## config.mk

```make
export PLATFORM = sky130hd
export DESIGN_NAME = addsub_seq_cska_flat
export DESIGN_NICKNAME = d
export VERILOG_FILES = /design/src/rtl/addsub_seq_cska_pkg.sv /design/src/rtl/addsub_seq_cska_if.sv /design/src/rtl/addsub_seq_cska_cska_block.sv /design/src/rtl/addsub_seq_cska.sv /design/src/flat_wrapper.sv
export SDC_FILE = /design/constraint.sdc
export NUM_CORES = 1
export LEC_CHECK = 0
export ABC_CLOCK_PERIOD_IN_PS = 7700
export BUFFER_PORTS_ARGS = -buffer_cell sky130_fd_sc_hd__buf_2
export CAP_MARGIN = 40
export CORE_MARGIN = 8
export CORE_UTILIZATION = 43
export CTS_BUF_LIST = sky130_fd_sc_hd__clkbuf_2 sky130_fd_sc_hd__clkbuf_4 sky130_fd_sc_hd__clkbuf_8
export CTS_CLUSTER_DIAMETER = 30
export CTS_CLUSTER_SIZE = 30
export DETAILED_ROUTE_END_ITERATION = 6
export MAX_ROUTING_LAYER = met4
export PLACE_DENSITY = 0.77
export SYNTH_ARGS = -nofsm -noshare
export SYNTH_HDL_FRONTEND = slang
export SYNTH_SLANG_ARGS = --single-unit
```

## constraint.sdc

```tcl
create_clock -name clk -period 7.7 [get_ports clk]
set_input_delay 0.77 -clock clk [delete_from_list [all_inputs] [get_ports clk]]
set_output_delay 0.77 -clock clk [all_outputs]
set_load 0.02 [all_outputs]
```

## src/rtl/addsub_seq_cska_pkg.sv

```systemverilog
// Shared types and elaboration helpers for the block-serial carry-skip
// adder/subtractor (addsub_seq_cska).
package addsub_seq_cska_pkg;

  // Controller states: accept operands, walk the groups, present the result.
  typedef enum logic [1:0] {
    ST_IDLE = 2'd0,
    ST_BUSY = 2'd1,
    ST_DONE = 2'd2
  } state_e;

  // Number of BLK-bit carry-skip groups in a WIDTH-bit operand.
  function automatic int nblocks(input int width, input int blk);
    return width / blk;
  endfunction

  // Width of the group index counter; never narrower than one bit.
  function automatic int idx_width(input int width, input int blk);
    int nb;
    nb = width / blk;
    if (nb > 1) begin
      return $clog2(nb);
    end else begin
      return 1;
    end
  endfunction

  // Index width for the default 32-bit / 8-bit-group configuration.
  localparam int IDX_W_DEFAULT = idx_width(32, 8);

endpackage

```

## src/rtl/addsub_seq_cska_if.sv

```systemverilog
// Operand/result handshake bundle for addsub_seq_cska.
// master = operand producer / result consumer, slave = the adder.
interface addsub_seq_cska_if #(
  parameter int WIDTH     = 32,
  parameter int EXT_WIDTH = 67
);
  logic                 in_valid;
  logic                 in_ready;
  logic [WIDTH-1:0]     a;
  logic [WIDTH-1:0]     b;
  logic                 sub;
  logic                 out_valid;
  logic                 out_ready;
  logic [WIDTH-1:0]     sum;
  logic [EXT_WIDTH-1:0] sum_ext;
  logic                 cout;
  logic                 ovf;

  modport master (
    output in_valid, a, b, sub, out_ready,
    input  in_ready, out_valid, sum, sum_ext, cout, ovf
  );

  modport slave (
    input  in_valid, a, b, sub, out_ready,
    output in_ready, out_valid, sum, sum_ext, cout, ovf
  );
endinterface

```

## src/rtl/addsub_seq_cska_cska_block.sv

```systemverilog
// One BLK-bit carry-skip group: ripple sum plus a skip mux on the carry.
// Purely combinational; the sequencer reuses a single instance per cycle.
module cska_block #(
  parameter int BLK = 8
) (
  input  logic [BLK-1:0] a_slice,
  input  logic [BLK-1:0] b_slice,
  input  logic           cin,
  output logic [BLK-1:0] s,
  output logic           cout,
  output logic           p
);
  logic w_rip_cout;

  // Bit-by-bit ripple through the group.
  always_comb begin
    logic c;
    c = cin;
    s = {BLK{1'b0}};
    for (int i = 0; i < BLK; i++) begin
      s[i] = a_slice[i] ^ b_slice[i] ^ c;
      c    = (a_slice[i] & b_slice[i]) | ((a_slice[i] ^ b_slice[i]) & c);
    end
    w_rip_cout = c;
  end

  // XOR propagate: every bit passes the incoming carry straight through.
  assign p    = &(a_slice ^ b_slice);
  // Skip path bypasses the ripple chain when the whole group propagates.
  assign cout = p ? cin : w_rip_cout;

endmodule

```

## src/rtl/addsub_seq_cska.sv

```systemverilog
// addsub_seq_cska: WIDTH-generic adder/subtractor that evaluates one
// BLK-bit carry-skip group per clock, with valid/ready handshakes on both
// sides and a sign-extended result plus carry and signed-overflow flags.
// Optional build macro: ADDSUB_SAT_EN -- saturate sum on signed overflow.
module addsub_seq_cska
  import addsub_seq_cska_pkg::*;
#(
  parameter int WIDTH     = 32,
  parameter int BLK       = 8,
  parameter int EXT_WIDTH = 67
) (
  input logic              clk,
  input logic              rst_n,
  addsub_seq_cska_if.slave bus
);
  localparam int NB    = nblocks(WIDTH, BLK);
  localparam int IDX_W = idx_width(WIDTH, BLK);
  localparam logic [IDX_W-1:0] LAST_IDX = IDX_W'(NB - 1);

  if ((BLK < 1) || (BLK > WIDTH) || ((WIDTH % BLK) != 0) || (EXT_WIDTH < WIDTH)) begin : g_bad_cfg
    $error("addsub_seq_cska: WIDTH must be a multiple of BLK and EXT_WIDTH >= WIDTH");
  end

  state_e               r_state;
  state_e               w_state_nxt;
  logic                 r_in_ready;
  logic                 r_out_valid;
  logic                 w_in_ready_nxt;
  logic                 w_out_valid_nxt;
  logic                 w_accept;
  logic                 w_last;

  logic [WIDTH-1:0]     r_a;
  logic [WIDTH-1:0]     r_b;
  logic [WIDTH-1:0]     r_res;
  logic                 r_carry;
  logic [IDX_W-1:0]     r_idx;

  logic [WIDTH-1:0]     r_sum;
  logic [EXT_WIDTH-1:0] r_sum_ext;
  logic                 r_cout;
  logic                 r_ovf;

  logic [BLK-1:0]       w_a_slice;
  logic [BLK-1:0]       w_b_slice;
  logic [BLK-1:0]       w_s;
  logic                 w_gcout;
  logic                 w_gp;
  logic                 w_c_msb;
  logic                 w_ovf;
  logic [WIDTH-1:0]     w_full;
  logic [WIDTH-1:0]     w_final;

  // Current group of the latched operands (b already conditionally inverted).
  assign w_a_slice = r_a[int'(r_idx)*BLK +: BLK];
  assign w_b_slice = r_b[int'(r_idx)*BLK +: BLK];

  cska_block #(.BLK(BLK)) u_cska (
    .a_slice (w_a_slice),
    .b_slice (w_b_slice),
    .cin     (r_carry),
    .s       (w_s),
    .cout    (w_gcout),
    .p       (w_gp)
  );

  // Carry into the MSB is recovered from the top sum bit; only meaningful
  // on the last group, which is the only time ovf is captured.
  assign w_c_msb = w_s[BLK-1] ^ w_a_slice[BLK-1] ^ w_b_slice[BLK-1];
  assign w_ovf   = w_c_msb ^ w_gcout;

  // Merge this cycle's group sum into the partial result.
  always_comb begin
    w_full = r_res;
    w_full[int'(r_idx)*BLK +: BLK] = w_s;
  end

  // Final sum: wrapped, or clamped toward the true sign on overflow.
  always_comb begin
    w_final = w_full;
`ifdef ADDSUB_SAT_EN
    if (w_ovf) begin
      // Wrapped MSB set means the true result was positive, so clamp to max.
      w_final            = {WIDTH{w_full[WIDTH-1]}};
      w_final[WIDTH-1]   = ~w_full[WIDTH-1];
    end else begin
      w_final = w_full;
    end
`else
    w_final = w_full;
`endif
  end

  // Next-state and next handshake-flag decode.
  always_comb begin
    w_state_nxt     = r_state;
    w_in_ready_nxt  = r_in_ready;
    w_out_valid_nxt = r_out_valid;
    w_accept        = 1'b0;
    w_last          = 1'b0;
    case (r_state)
      ST_IDLE: begin
        if (bus.in_valid) begin
          w_accept        = 1'b1;
          w_state_nxt     = ST_BUSY;
          w_in_ready_nxt  = 1'b0;
          w_out_valid_nxt = 1'b0;
        end else begin
          w_state_nxt     = ST_IDLE;
          w_in_ready_nxt  = 1'b1;
          w_out_valid_nxt = 1'b0;
        end
      end
      ST_BUSY: begin
        if (r_idx == LAST_IDX) begin
          w_last          = 1'b1;
          w_state_nxt     = ST_DONE;
          w_out_valid_nxt = 1'b1;
        end else begin
          w_state_nxt     = ST_BUSY;
        end
      end
      ST_DONE: begin
        // Ready is raised only on the following cycle, so a consume and a
        // new accept never share an edge.
        if (bus.out_ready) begin
          w_state_nxt     = ST_IDLE;
          w_in_ready_nxt  = 1'b1;
          w_out_valid_nxt = 1'b0;
        end else begin
          w_state_nxt     = ST_DONE;
        end
      end
      default: begin
        w_state_nxt     = ST_IDLE;
        w_in_ready_nxt  = 1'b1;
        w_out_valid_nxt = 1'b0;
      end
    endcase
  end

  // State register and registered handshake flags.
  always_ff @(posedge clk) begin
    if (!rst_n) begin
      r_state     <= ST_IDLE;
      r_in_ready  <= 1'b1;
      r_out_valid <= 1'b0;
    end else begin
      r_state     <= w_state_nxt;
      r_in_ready  <= w_in_ready_nxt;
      r_out_valid <= w_out_valid_nxt;
    end
  end

  // Operand latch, per-group carry/index walk and result capture.
  always_ff @(posedge clk) begin
    if (!rst_n) begin
      r_a       <= {WIDTH{1'b0}};
      r_b       <= {WIDTH{1'b0}};
      r_res     <= {WIDTH{1'b0}};
      r_carry   <= 1'b0;
      r_idx     <= {IDX_W{1'b0}};
      r_sum     <= {WIDTH{1'b0}};
      r_sum_ext <= {EXT_WIDTH{1'b0}};
      r_cout    <= 1'b0;
      r_ovf     <= 1'b0;
    end else if (w_accept) begin
      r_a     <= bus.a;
      r_b     <= bus.b ^ {WIDTH{bus.sub}};
      r_carry <= bus.sub;
      r_idx   <= {IDX_W{1'b0}};
    end else if (r_state == ST_BUSY) begin
      r_res   <= w_full;
      r_carry <= w_gcout;
      if (w_last) begin
        r_idx     <= {IDX_W{1'b0}};
        r_sum     <= w_final;
        r_sum_ext <= EXT_WIDTH'($signed(w_final));
        r_cout    <= w_gcout;
        r_ovf     <= w_ovf;
      end else begin
        r_idx     <= r_idx + IDX_W'(1);
      end
    end else begin
      r_carry <= r_carry;
    end
  end

  assign bus.in_ready  = r_in_ready;
  assign bus.out_valid = r_out_valid;
  assign bus.sum       = r_sum;
  assign bus.sum_ext   = r_sum_ext;
  assign bus.cout      = r_cout;
  assign bus.ovf       = r_ovf;

endmodule

```

## src/flat_wrapper.sv

```systemverilog
// flat-port wrapper written by rule: the top's interface ports become plain ports
module addsub_seq_cska_flat import addsub_seq_cska_pkg::*;
#(
  parameter int WIDTH     = 32,
  parameter int BLK       = 8,
  parameter int EXT_WIDTH = 67
)
  (clk, rst_n, bus_in_valid, bus_a, bus_b, bus_sub, bus_out_ready, bus_in_ready, bus_out_valid, bus_sum, bus_sum_ext, bus_cout, bus_ovf);
  addsub_seq_cska_if #(.WIDTH(WIDTH), .EXT_WIDTH(EXT_WIDTH)) bus_i ();
  input logic clk;
  input logic rst_n;
  input wire logic [$bits(bus_i.in_valid)-1:0] bus_in_valid;
  input wire logic [$bits(bus_i.a)-1:0] bus_a;
  input wire logic [$bits(bus_i.b)-1:0] bus_b;
  input wire logic [$bits(bus_i.sub)-1:0] bus_sub;
  input wire logic [$bits(bus_i.out_ready)-1:0] bus_out_ready;
  output wire logic [$bits(bus_i.in_ready)-1:0] bus_in_ready;
  output wire logic [$bits(bus_i.out_valid)-1:0] bus_out_valid;
  output wire logic [$bits(bus_i.sum)-1:0] bus_sum;
  output wire logic [$bits(bus_i.sum_ext)-1:0] bus_sum_ext;
  output wire logic [$bits(bus_i.cout)-1:0] bus_cout;
  output wire logic [$bits(bus_i.ovf)-1:0] bus_ovf;
  assign bus_i.in_valid = bus_in_valid;
  assign bus_i.a = bus_a;
  assign bus_i.b = bus_b;
  assign bus_i.sub = bus_sub;
  assign bus_i.out_ready = bus_out_ready;
  assign bus_in_ready = bus_i.in_ready;
  assign bus_out_valid = bus_i.out_valid;
  assign bus_sum = bus_i.sum;
  assign bus_sum_ext = bus_i.sum_ext;
  assign bus_cout = bus_i.cout;
  assign bus_ovf = bus_i.ovf;
  addsub_seq_cska #(.WIDTH(WIDTH), .BLK(BLK), .EXT_WIDTH(EXT_WIDTH)) u_core (.clk(clk), .rst_n(rst_n), .bus(bus_i));
endmodule
```

; Yosys cells after proc, flatten, opt, wreduce, memory -nomap -nowiden
; Index checks and enable logic that the tools add are counted.
[op_classes]
shift = 4
n_reduce_logical = 8
eq_ne = 5
mux = 19
bitwise = 48
add_sub_neg = 2
[op_table]
columns = operator, count
row1 = $shiftx A32 B6 Y8, 2
row2 = $neg A5 Y33, 1
row3 = $shift A8 B33 Y32 const A, 1
row4 = $shiftx A8 B33 Y32, 1
row5 = $bwmux W32, 1
row6 = $xor A32 B32 Y32, 1
row7 = $xor A1 B1 Y1, 19
row8 = $and A1 B1 Y1, 16
row9 = $mux W1, 12
row10 = $or A1 B1 Y1, 8
row11 = $reduce_and A8 Y1, 1
row12 = $xor A8 B8 Y8, 1
row13 = $mux W2, 3
row14 = $pmux W2 S3, 1
row15 = $reduce_and A2 Y1, 3
row16 = $eq A2 B2 Y1 const B, 2
row17 = $not A1 Y1, 3
row18 = $pmux W1 S3, 1
row19 = $reduce_and A3 Y1, 1
row20 = $add A2 B1 Y2 const B, 1
row21 = $eq A2 B1 Y1 const B, 1
row22 = $logic_not A2 Y1, 1
row23 = $ne A2 B1 Y1 const B, 1
row24 = $ne A2 B2 Y1 const B, 1
row25 = 3 further kinds, 3
[word_totals]
output_inout_bits = 103
inputBits = 69
word_cells = 98
regBits = 169

; Depth between registers and ports, before layout
[depth]
depth_word = 21
depth_mapped = 17
ltp_nobuf = 15

; By module
; From an unflattened synthesis, not the netlist that was laid out.
[hier_totals]
hier_cells = 751
area_unflattened_um2 = 6807.8
[modules_own_cells]
columns = module, area_per_inst_um2, n_inst, seq_area_each_um2, cells_each
row1 = addsub_seq_cska, 6485.0, 1, 2742.6, 722
row2 = cska_block, 322.8, 1, 0.0, 29

; Worst setup path before layout
; Ideal clock, no wire load.
[synth_timing]
path_type = register to register
startpoint = register u_core.r_idx[1]
endpoint = register u_core.r_ovf (netlist: u_core.bus.ovf)
path_buffers = 2
path_stages_with_launch = 17
setup_slack_ns = 2.671
t_required_ns = 7.605
synth_period_minus_slack_ns = 5.029
setup_ns = 0.095
arrival_ns = 4.934
cell_sequence = dfxtp_1 clkbuf_1 buf_1 mux4_2 fa_1 inv_1 fa_1 fa_1 fa_1 fa_1 fa_1 fa_1 inv_1 fa_1 xor2_1 or3_1 o311ai_1
[synth_between]
elab_chain_cells = 20
elab_cells_between_ends = 45
classes_between = 1 x eq/ne / 2 x shift / 3 x mux / 37 x bitwise / 2 x reduce/logical
[synth_rtl]
columns = item, line
row1 = start: declaration, addsub_seq_cska.sv:37  ; logic [IDX_W-1:0] r_idx;
row2 = start signal: assignment, addsub_seq_cska.sv:162  ; r_idx <= {IDX_W{1'b0}};
row3 = start signal: assignment, addsub_seq_cska.sv:171  ; r_idx <= {IDX_W{1'b0}};
row4 = start signal: assignment, addsub_seq_cska.sv:176  ; r_idx <= {IDX_W{1'b0}};
row5 = "$shiftx A32 B6 Y8, on equally long branches", "addsub_seq_cska.sv:55, addsub_seq_cska.sv:56"
row6 = $xor A1 B1 Y1, addsub_seq_cska_cska_block.sv:22  ; c = (a_slice[i] & b_slice[i]) | ((a_slice[i] ^ b_slice[i]) & c);
row7 = $and A1 B1 Y1, addsub_seq_cska_cska_block.sv:22
row8 = $or A1 B1 Y1, addsub_seq_cska_cska_block.sv:22
row9 = $and A1 B1 Y1, addsub_seq_cska_cska_block.sv:22
row10 = $or A1 B1 Y1, addsub_seq_cska_cska_block.sv:22
row11 = $and A1 B1 Y1, addsub_seq_cska_cska_block.sv:22
row12 = $or A1 B1 Y1, addsub_seq_cska_cska_block.sv:22
row13 = [... 4 more ...], --
row14 = $and A1 B1 Y1, addsub_seq_cska_cska_block.sv:22
row15 = $or A1 B1 Y1, addsub_seq_cska_cska_block.sv:22
row16 = $and A1 B1 Y1, addsub_seq_cska_cska_block.sv:22
row17 = $or A1 B1 Y1, addsub_seq_cska_cska_block.sv:22
row18 = $xor A1 B1 Y1 / $and A1 B1 Y1 (equally long branches), "addsub_seq_cska_cska_block.sv:21, addsub_seq_cska_cska_block.sv:22"
row19 = $xor A1 B1 Y1 / $or A1 B1 Y1 (equally long branches), "addsub_seq_cska.sv:69, addsub_seq_cska_cska_block.sv:22"
row20 = $xor A1 B1 Y1 / $mux W1 (equally long branches), "addsub_seq_cska.sv:69, addsub_seq_cska_cska_block.sv:30"
row21 = $xor A1 B1 Y1, addsub_seq_cska.sv:70  ; assign w_ovf = w_c_msb ^ w_gcout;
row22 = end signal: assignment, addsub_seq_cska.sv:180  ; r_ovf <= w_ovf;
row23 = end: declaration, addsub_seq_cska.sv:42  ; logic r_ovf;
; Parallel ways exist; a longest one is shown, timed or not.
; A chain may end at the register's enable or synchronous reset.

; Final worst setup path
; Same ends and word-level chain as after synthesis.

==> impl_metrics.py <==
metrics = {
    "worst_setup_path": {
        "path_common_cell": "fa_1",
        "end_kind": "flip-flop",
        "crit_arrival_ns": 5.69,
        "crit_fanout": 21,
        "critPathKind": "reg2reg",
        "max_stage_delay_ns": 0.95,
        "start_kind": "flip-flop",
        "cp.required_ns": 8.05,
        "crit_slowest_cell": "dfxtp_1",
        "path_cells": "mux4_2 -> fa_1 -> inv_1 -> fa_1 -> fa_1 -> fa_1 -> fa_1 -> fa_1 -> fa_1 -> inv_1 -> fa_1 -> xor2_1 -> or3_1 -> o311ai_1",
    },
    "global_routing": {
        "antenna_found_initial": 0,
        "grt-ovfl-total": 0,
        "grt_pass1_wl_mm": 25.85,
        "grt_max_degree": 99,
        "grt_pass1_vias": 5209,
        "met3_usage_pct": 3.874,
        "gr-usage-met2_pct": 27.37,
        "grt_util_all_layers_pct": 16.74,
        "gr-usage-met1_pct": 19.52,
        "grt-busiest-layer": "met2",
    },
    "power": {
        "internal-power_w": 0.001199,
        "ir_worst_vdd_mv": 0.1377,
        "combinationalPowerShare_pct": 14.7,
        "p_seq_share_pct": 47.0,
        "power_density_nw_per_um2": 217.1,
        "clockPowerShare_pct": 38.3,
        "p_leak_nw": 3.238,
        "total_power_w": 0.001641,
        "p_sw_share_pct": 26.92,
        "switchingPower_w": 0.0004417,
    },
    "yosys": {
        "ys_ff_latch": 137,
        "synth_area_um2": 6655,
        "synth_nets": 869,
        "yosys.area.top_type_share_pct": 41.21,
        "seq_area_frac_synth_pct": 41.21,
        "synth_commonest_cells": "dfxtp_1, nor2_1, a211oi_1, nand2_1, buf_4",
        "synth_edf_count": 0,
        "syn_inst": 778,
        "syn_area_per_cell_um2": 8.554,
        "async_reset_ff_share_pct": 0,
        "ys_top_cells_by_area": "dfxtp_1, a211oi_1, buf_4, nor2_1, xnor2_1",
        "yosysMostFrequentCell": "dfxtp_1",
        "synth-main-ff-cell": "dfxtp_1",
        "synthDistinctLibCells": 34,
        "ys_warn_count": 0,
        "yosys.area.top_type": "dfxtp_1",
    },
    "clocking": {
        "post_cts_resized": 0,
        "tritoncts": "yes",
        "cts_num_sinks": 137,
        "clock_path_buffers": 2,
        "root_buffer": "clkbuf_8",
        "cts.clk_slew.worst_paths_ns": 0.07,
        "cts_made_buffers": 17,
        "clk_latency_ns": 0.44,
        "cts.hold.buffers_added": 0,
        "cts_setup_buffers": 0,
        "h-tree-depth": 4,
    },
    "cells_and_area": {
        "antenna_cells": 0,
        "area_growth_pct": 13.57,
        "fin_area_um2": 7559,
        "drive_above_1_share_pct": 26.04,
        "nets": 946,
    },
    "timing": {
        "period_share_pct": 69.35,
        "skew_ns": 0.009993,
        "worst_pin_slew_ns": 0.9468,
        "rsz0062_at_grt": "false",
        "slew_headroom_pct": 36.79,
        "fin_tns_setup_ns": 0,
        "fmax_mhz": 187.3,
        "post-route-min-period_ns": 5.340,
        "slew_violations": 0,
        "setup_viol": 0,
        "hold_viol": 0,
    },
    "flow_run": {
        "drv_cap": 0,
    },
    "floorplanning": {
        "die_w_um": 140.4,
        "core-area_um2": 15150,
        "num_io_pins": 172,
        "fp.dieArea_um2": 19710,
        "rows": 45,
        "initial_core_util_pct": 43.94,
        "dieHeight_um": 140.4,
    },
    "route": {
        "vias": 5446,
        "drtAntennaViolNets": 0,
        "routed_wirelength_mm": 16.21,
        "first_pass_iters": 5,
        "drc": 0,
        "drtIter0Drc": 345,
        "wl_per_cell_um": 15.35,
        "detail_route.vias_per_cell": 5.157,
    },
    "placed_design": {
        "post_dp_cell_area_um2": 7131,
        "io_buffers": 171,
        "dp_hpwl_mm": 11.71,
        "place.gp.congestion": 0.8359,
    },
    "hold_path": {
        "min_path_type": "reg2reg",
    },
    "status": {
        "status": "completed",
    },
}
==> registers in the layout, indices dropped and copies added (netlist names) <==
signal,flops
u_core.bus.cout,1
u_core.bus.in_ready,1
u_core.bus.out_valid,1
u_core.bus.ovf,1
u_core.bus.sum,32
u_core.r_a,32
u_core.r_b,32
u_core.r_carry,1
u_core.r_idx,2
u_core.r_res,32
u_core.r_state,2
==> cell families (layout without fill, tap and decap cells) <==
logic type / count (synthesis) / after routing / synth area share [%]
XOR/XNOR: 33 / 33 / 4.343
buffers and inverters: 165 / 255 / 13.27
adder cells (fa/ha/maj): 22 / 22 / 5.039
flip-flops: 137 / 137 / 41.21
AO/OA/AOI/OAI: 148 / 148 / 14.50
AND/OR/NAND/NOR: 257 / 257 / 16.00
multiplexers: 16 / 16 / 5.640
==> layout by cell type, fill, tap and decap left out, types with 3 or more instances in the layout <==
master	n
clkbuf_8	20
clkinv_2	3
bufinv_16	3
o22ai_1	24
and3_1	3
fa_1	8
nor2b_1	10
xnor2_1	32
ha_1	14
inv_1	42
a21oi_1	43
nor3_1	29
nand3_1	4
nand4_1	3
buf_2	171
nor2_1	133
nand2_1	69
o21ai_0	4
dfxtp_1	137
buf_4	6
mux4_1	4
clkinvlp_4	3
mux4_2	12
a211oi_1	72
==> power groups by stage <==
stage | Sequential (W) | Combinational, W | Clock, W
finish | 0.000771 | 0.000242 | 0.000628
global route | 0.000776 | 0.000269 | 0.000667
CTS | 0.000771 | 0.000241 | 0.000636
detailed placement | 0.000787 | 0.000240 | 0
global placement | 0.000786 | 0.000232 | 0
floorplan | 0.000779 | 0.000174 | 0
==> per-stage QoR <==
step                      hold WS (ns)  std cells  setup WS [ns]  utilization (%)
final                           0.4561       1056          2.360            49.91
after CTS                       0.4566       1056          2.405            49.91
after global routing            0.4786       1056          2.182            49.91
after floorplan                 0.4315        778          2.671                -
after detailed placement        0.4454       1024          2.411            47.08
after global placement          0.4406       1021          2.507            46.70
==> critical path, delay by kind of cell (launching register included) <==
kind            cells  cell delay (ns)
flops               1             0.95
simple gates        1             0.31
mux                 1             0.41
compound gates      1             0.22
xor+xnor            1             0.21
fa+ha+maj           8             3.01
buf+inv             2             0.13
==> final timing paths <==
| check | from | endpoint | slack (ns) | cells past startpoint |
|---|---|---|---|---|
| hold / removal | u_core.r_a[27] | u_core.r_a[27] | 0.46 | 2 |
| hold reg to reg | u_core.r_a[27] | u_core.r_a[27] | 0.46 | 2 |
| setup reg to reg | u_core.r_idx[1] | u_core.bus.ovf | 2.36 | 14 |
| setup / recovery | u_core.r_idx[1] | u_core.bus.ovf | 2.36 | 14 |
==> cell type report <==
class	count	area (µm²)
clock buffer	21	282.8
clock inverter	11	145.1
fill	1447	7587
inverter	43	163.9
multi-input combinational	476	3030
sequential	137	2743
tap	188	235.2
timing repair buffer	180	958.4
==> per-layer routing <==
layer / vias to the layer above / share of wire (%)
met4: 0 / 1.6
met2: 214 / 48
met3: 24 / 7.4
li1: 2712 / -
met1: 2496 / 43
met5: - / 0
No activity file was read; power rests on OpenSTA's default activity.
